<file path="config.mk">
export PLATFORM = sky130hd
export DESIGN_NAME = mpd_io_cfg_loader
export DESIGN_NICKNAME = d
export VERILOG_FILES = /design/src/rtl/mpd_io_cfg_loader.sv
export SDC_FILE = /design/constraint.sdc
export NUM_CORES = 2
export LEC_CHECK = 0
export CORE_ASPECT_RATIO = 1.2
export CORE_MARGIN = 2
export CORE_UTILIZATION = 52
export CTS_BUF_LIST = sky130_fd_sc_hd__clkbuf_8
export DETAILED_ROUTE_END_ITERATION = 12
export PLACE_DENSITY = 0.79
export SETUP_SLACK_MARGIN = 0.5
export SLEW_MARGIN = 40
export SYNTH_ARGS = -nofsm -noshare
export SYNTH_HDL_FRONTEND = slang
export SYNTH_SLANG_ARGS = --single-unit
</file>
<file path="constraint.sdc">
create_clock -name wb_clk_i -period 3.8 [get_ports wb_clk_i]
set_clock_uncertainty 0.15 [all_clocks]
set_input_delay 0.76 -clock wb_clk_i [delete_from_list [all_inputs] [get_ports wb_clk_i]]
set_output_delay 0.76 -clock wb_clk_i [all_outputs]
set_load 0.03 [all_outputs]
</file>
<file path="src/rtl/mpd_io_cfg_loader.sv">
// Serial configuration loader for fabric-configured IO pads.
// Frame: SYNC_WORD (16 bits), NUM_IO 12-bit words, 12-bit XOR checksum,
// all MSB first. A frame becomes visible on fabric_config only after its
// checksum matches. A frame that fails the check is dropped.
module mpd_io_cfg_loader #(
    parameter int          NUM_IO    = 38,
    parameter logic [15:0] SYNC_WORD = 16'hFAB0
) (
    input  logic                   wb_clk_i,
    input  logic                   wb_rst_i,
    input  logic                   cfg_valid,
    input  logic                   cfg_bit,
    output logic [12*NUM_IO-1:0]   fabric_config,
    output logic                   fabric_done,
    output logic                   cfg_busy,
    output logic                   cfg_error
);

    localparam int WIDX_W = (NUM_IO > 1) ? $clog2(NUM_IO) : 1;
    localparam int BIT_W  = $clog2(12);

    localparam logic [WIDX_W-1:0] LAST_IDX = WIDX_W'(NUM_IO - 1);
    localparam logic [BIT_W-1:0]  LAST_BIT = BIT_W'(11);

    typedef enum logic [1:0] {
        HUNT,
        LOAD,
        CHECK
    } state_t;

    state_t              state;
    logic [15:0]         sync_sr;
    logic [11:0]         word_sr;
    logic [11:0]         csum;
    logic [BIT_W-1:0]    bit_cnt;
    logic [WIDX_W-1:0]   word_idx;
    logic [12*NUM_IO-1:0] staging;

    logic [15:0]         sync_next;
    logic [11:0]         word_next;

    // Shift-register values including the bit offered this cycle
    always_comb begin
        sync_next = {sync_sr[14:0], cfg_bit};
        word_next = {word_sr[10:0], cfg_bit};
    end

    // Busy is a pure decode of the state register
    always_comb begin
        cfg_busy = (state != HUNT);
    end

    // Frame state machine: sync hunt, word load, checksum check and commit
    always_ff @(posedge wb_clk_i) begin
        if (wb_rst_i) begin
            state         <= HUNT;
            sync_sr       <= '0;
            word_sr       <= '0;
            csum          <= '0;
            bit_cnt       <= '0;
            word_idx      <= '0;
            staging       <= '0;
            fabric_config <= '0;
            fabric_done   <= 1'b0;
            cfg_error     <= 1'b0;
        end else if (cfg_valid) begin
            case (state)
                HUNT: begin
                    if (sync_next == SYNC_WORD) begin
                        state    <= LOAD;
                        sync_sr  <= '0;
                        word_sr  <= '0;
                        csum     <= '0;
                        bit_cnt  <= '0;
                        word_idx <= '0;
                    end else begin
                        sync_sr <= sync_next;
                    end
                end

                LOAD: begin
                    if (bit_cnt == LAST_BIT) begin
                        staging[int'(word_idx)*12 +: 12] <= word_next;
                        csum    <= csum ^ word_next;
                        word_sr <= '0;
                        bit_cnt <= '0;
                        // Index holds at the last slot so it never leaves range
                        if (word_idx == LAST_IDX) begin
                            state <= CHECK;
                        end else begin
                            word_idx <= word_idx + 1'b1;
                        end
                    end else begin
                        word_sr <= word_next;
                        bit_cnt <= bit_cnt + 1'b1;
                    end
                end

                CHECK: begin
                    if (bit_cnt == LAST_BIT) begin
                        if (word_next == csum) begin
                            fabric_config <= staging;
                            fabric_done   <= 1'b1;
                            cfg_error     <= 1'b0;
                        end else begin
                            cfg_error <= 1'b1;
                        end
                        state    <= HUNT;
                        staging  <= '0;
                        sync_sr  <= '0;
                        word_sr  <= '0;
                        csum     <= '0;
                        bit_cnt  <= '0;
                        word_idx <= '0;
                    end else begin
                        word_sr <= word_next;
                        bit_cnt <= bit_cnt + 1'b1;
                    end
                end

                default: begin
                    state   <= HUNT;
                    sync_sr <= '0;
                end
            endcase
        end
    end

endmodule

</file>
==> results.yml <==
global_routing:
  use_met3: 0.08887
  gr-max-usage-layer: "met2"
  grt_max_degree: 209
  grt.met1_usage: 0.4875
  grt_usage: 0.3919
  overflow: 0
  antenna_found_initial: 3
  grt_pass1_wl_mm: 214.1
  grtUsageMet2: 0.6071
  grt_pass1_vias: 35390
setup_path:
  cp-end-kind: "flop"
  r2r-start: "word_idx[1]"
  crit_type: "reg -> reg"
  ff2ff_setup_slack_ps: 220
  crit_required_ps: 4380
  cp.arrival_ps: 4160
  path_max_fanout: 11
  r2r_cells: 11
  timing.rr.end: "staging[171]"
  crit_path_start_kind: "flop"
clock_tree:
  clk_path_buf_depth: 3
  cts_root_buf: "clkbuf_8"
  htree_levels: 4
  cts_buffers: 145
  cts_tree: "built"
  cts_sinks: 964
  clkTransAtPathRegs_ps: 60
  insertion_delay_ps: 810
timing:
  fmax_mhz: 279.5
  hold_violations: 0
  min_period_ps: 3578
  finalCritPeriodShare: 0.9415
  holdWs_ps: 215.1
  setup_viol: 0
  setup_tns_ps: 0
  rsz0062_at_grt: "yes"
  slew_viol_final: 0
  worstMarginPinSlew_ps: 808.6
  relSlewSlack: 0.4589
power_and_ir_drop:
  total_leakage_power_nw: 18.08
  total_power_mw: 19.07
  power_density_nw_per_um2: 372.1
  ir_drop_v: 0.0003641
final_layout:
  nNetsFinal: 5159
  post_route_cells_drive_above_1_share: 0.2124
  area.growth.synth_to_final_pct: 41.65
run:
  cap_violations: 0
routing:
  wl_per_cell_um: 24.24
  vias: 37920
  dr.pass1.iters: 6
  drcViolationCount: 0
  totalWireLength_mm: 149.3
  first_iter_violations: 4606
  antenna_left: 0
  vias_per_cell: 6.154
placement:
  io_buffer_count: 462
  dpl.hpwl_mm: 103.4
  place.gp.congestion: 1.041
synth:
  ys.flop_type: "dfxtp_1"
  async_flop_share: 0
  syn_area_per_cell_um2: 8.430
  ys_seq_area_frac: 0.5332
  synth_fp_nets: 4312
  synth_cells: 4293
  synth-edff-count: 0
  yosys_register_bits: 964
  synth.distinct_cells: 73
  synth_warnings: 0
  syn-cell-area_um2: 36190
floorplan:
  die_w_um: 244.8
  core_um2: 68580
  io_pins: 463
  die_y_um: 293.0
  initial_core_util: 0.5277
  rows: 105
  fp.dieArea_um2: 71730
hold_path:
  hold_class: "in -> reg"
  hold_depth: 2
  whs_endpoint: "staging[255]"
  worstHoldStart: "wb_rst_i"
outcome:
  status: "complete, no violations"
[through the flow]
stage            util  cell area [um^2]  setup slack (ps)  std cells
4_1_cts        0.7235             49620             174.6       6110
3_5_place_dp   0.6535             44820            -61.27       5790
3_3_place_gp   0.6533             44800            -100.2       5789
5_1_grt        0.7475             51260             128.2       6160
6_report       0.7475             51260             222.2       6162
2_1_floorplan       -             36480             195.3       4293
[power breakdown]
group / switching (mW) / leakage [nW] / internal, mW
Sequential: 0.000896 / 7.76 / 10.1
Clock: 4.17 / 1.68 / 4.50
Combinational: 0.237 / 8.64 / 0.0636
[routing by layer]
metal  up-vias  wire length, um
met3       681            16440
met1     18000            54950
met5         -               13
met2      2590            66330
li1      16650                -
met4         2            11610
[final cells by class]
class,count,area (um^2)
Antenna cell,3,7.507
Clock buffer,186,2560
Clock inverter,71,404.1
Fill cell,4815,17310
Inverter,19,76.32
Multi-Input combinational cell,3005,17930
Sequential cell,964,19300
Tap cell,909,1137
Timing Repair Buffer,1005,9842
[worst max-delay path, cell delays in order, from the launching register on]
cell	delay, ps
dfxtp_2	370
ha_4	150
inv_2	30
fa_2	580
buf_4	170
xnor2_4	140
buf_6	190
buf_4	190
nor2_1	540
a22oi_1	370
nand2b_1	410
o2bb2ai_1	210
[timing repair]
item,CTS,global route
setup buffers,59,44
gates cloned,4,4
hold buffers,0,0
pin swaps,98,104
setup endpoints to repair,452,457
resized for setup,272,302
[flip-flops by register name (all words and copies together), names as in the netlist]
name and cells:
word_idx 6, sync_sr 15, state 2, word_sr 11, fabric_config 456, fabric_done 1
staging 456, bit_cnt 4, csum 12, cfg_error 1
[logic make-up after synthesis]
family	share of synthesized area
muxes	0.008609
buffers and inverters	0.03416
xor gates and xnor gates	0.008401
adders and majority gates	0.005393
DFF	0.5332
AOI/OAI and AO/OA	0.2032
and+or+nand+nor	0.2070
[cells in the final DEF (no fill, tap or decap), types with 79 or more instances in the layout]
cell             Yosys  final
nand2_1           1193   1150
dfxtp_1            964    961
nor2_1             199    152
clkdlybuf4s50_1      0    461
buf_6                0     79
a22o_1             128    128
clkbuf_8             0    186
a21oi_1            566    523
nand3_1            148    115
o21ai_0            139     81
buf_4                0    396
[cells in the mapped netlist, types with 6 or more instances]
master	n	area [um^2]
nand3_1	148	740.7
nand2b_1	19	118.9
nor3b_1	13	97.59
o41ai_1	9	78.83
o32ai_1	7	61.31
a31oi_1	26	162.7
nand2_1	1193	4478
xnor2_1	22	192.7
a211oi_1	8	60.06
buf_1	15	56.30
and2_1	13	81.33
nor3_1	56	280.3
xor2_1	9	78.83
mux2i_1	30	300.3
o21a_1	6	45.04
a22oi_1	31	232.7
nor2b_1	19	118.9
a31o_2	19	166.4
o22ai_1	11	68.82
a21oi_1	566	2833
ha_1	14	175.2
dfxtp_1	964	19300
nand3b_1	9	67.56
buf_2	16	80.08
or3_1	13	81.33
o31ai_1	26	195.2
and3_1	16	100.1
inv_1	19	71.32
o21ai_0	139	695.7
a32o_1	74	740.7
a32oi_1	20	175.2
nor4_1	13	81.33
nor2_1	199	747.0
a22o_1	128	1121
nand4_1	30	187.7
clkbuf_1	274	1028
o2bb2ai_1	52	455.4
[worst max-delay path by stage]
stage                start           end  slack [ps]  cells after the start
6_report       word_idx[1]  staging[171]         220                     11
5_1_grt        word_idx[0]  staging[398]         130                     18
4_1_cts        word_idx[0]  staging[211]         170                     14
3_5_place_dp   word_idx[1]  staging[183]         -60                     13
3_3_place_gp   word_idx[1]  staging[267]        -100                     14
2_1_floorplan  word_idx[0]  staging[219]         200                     13
(Power assumes the default switching activity.)
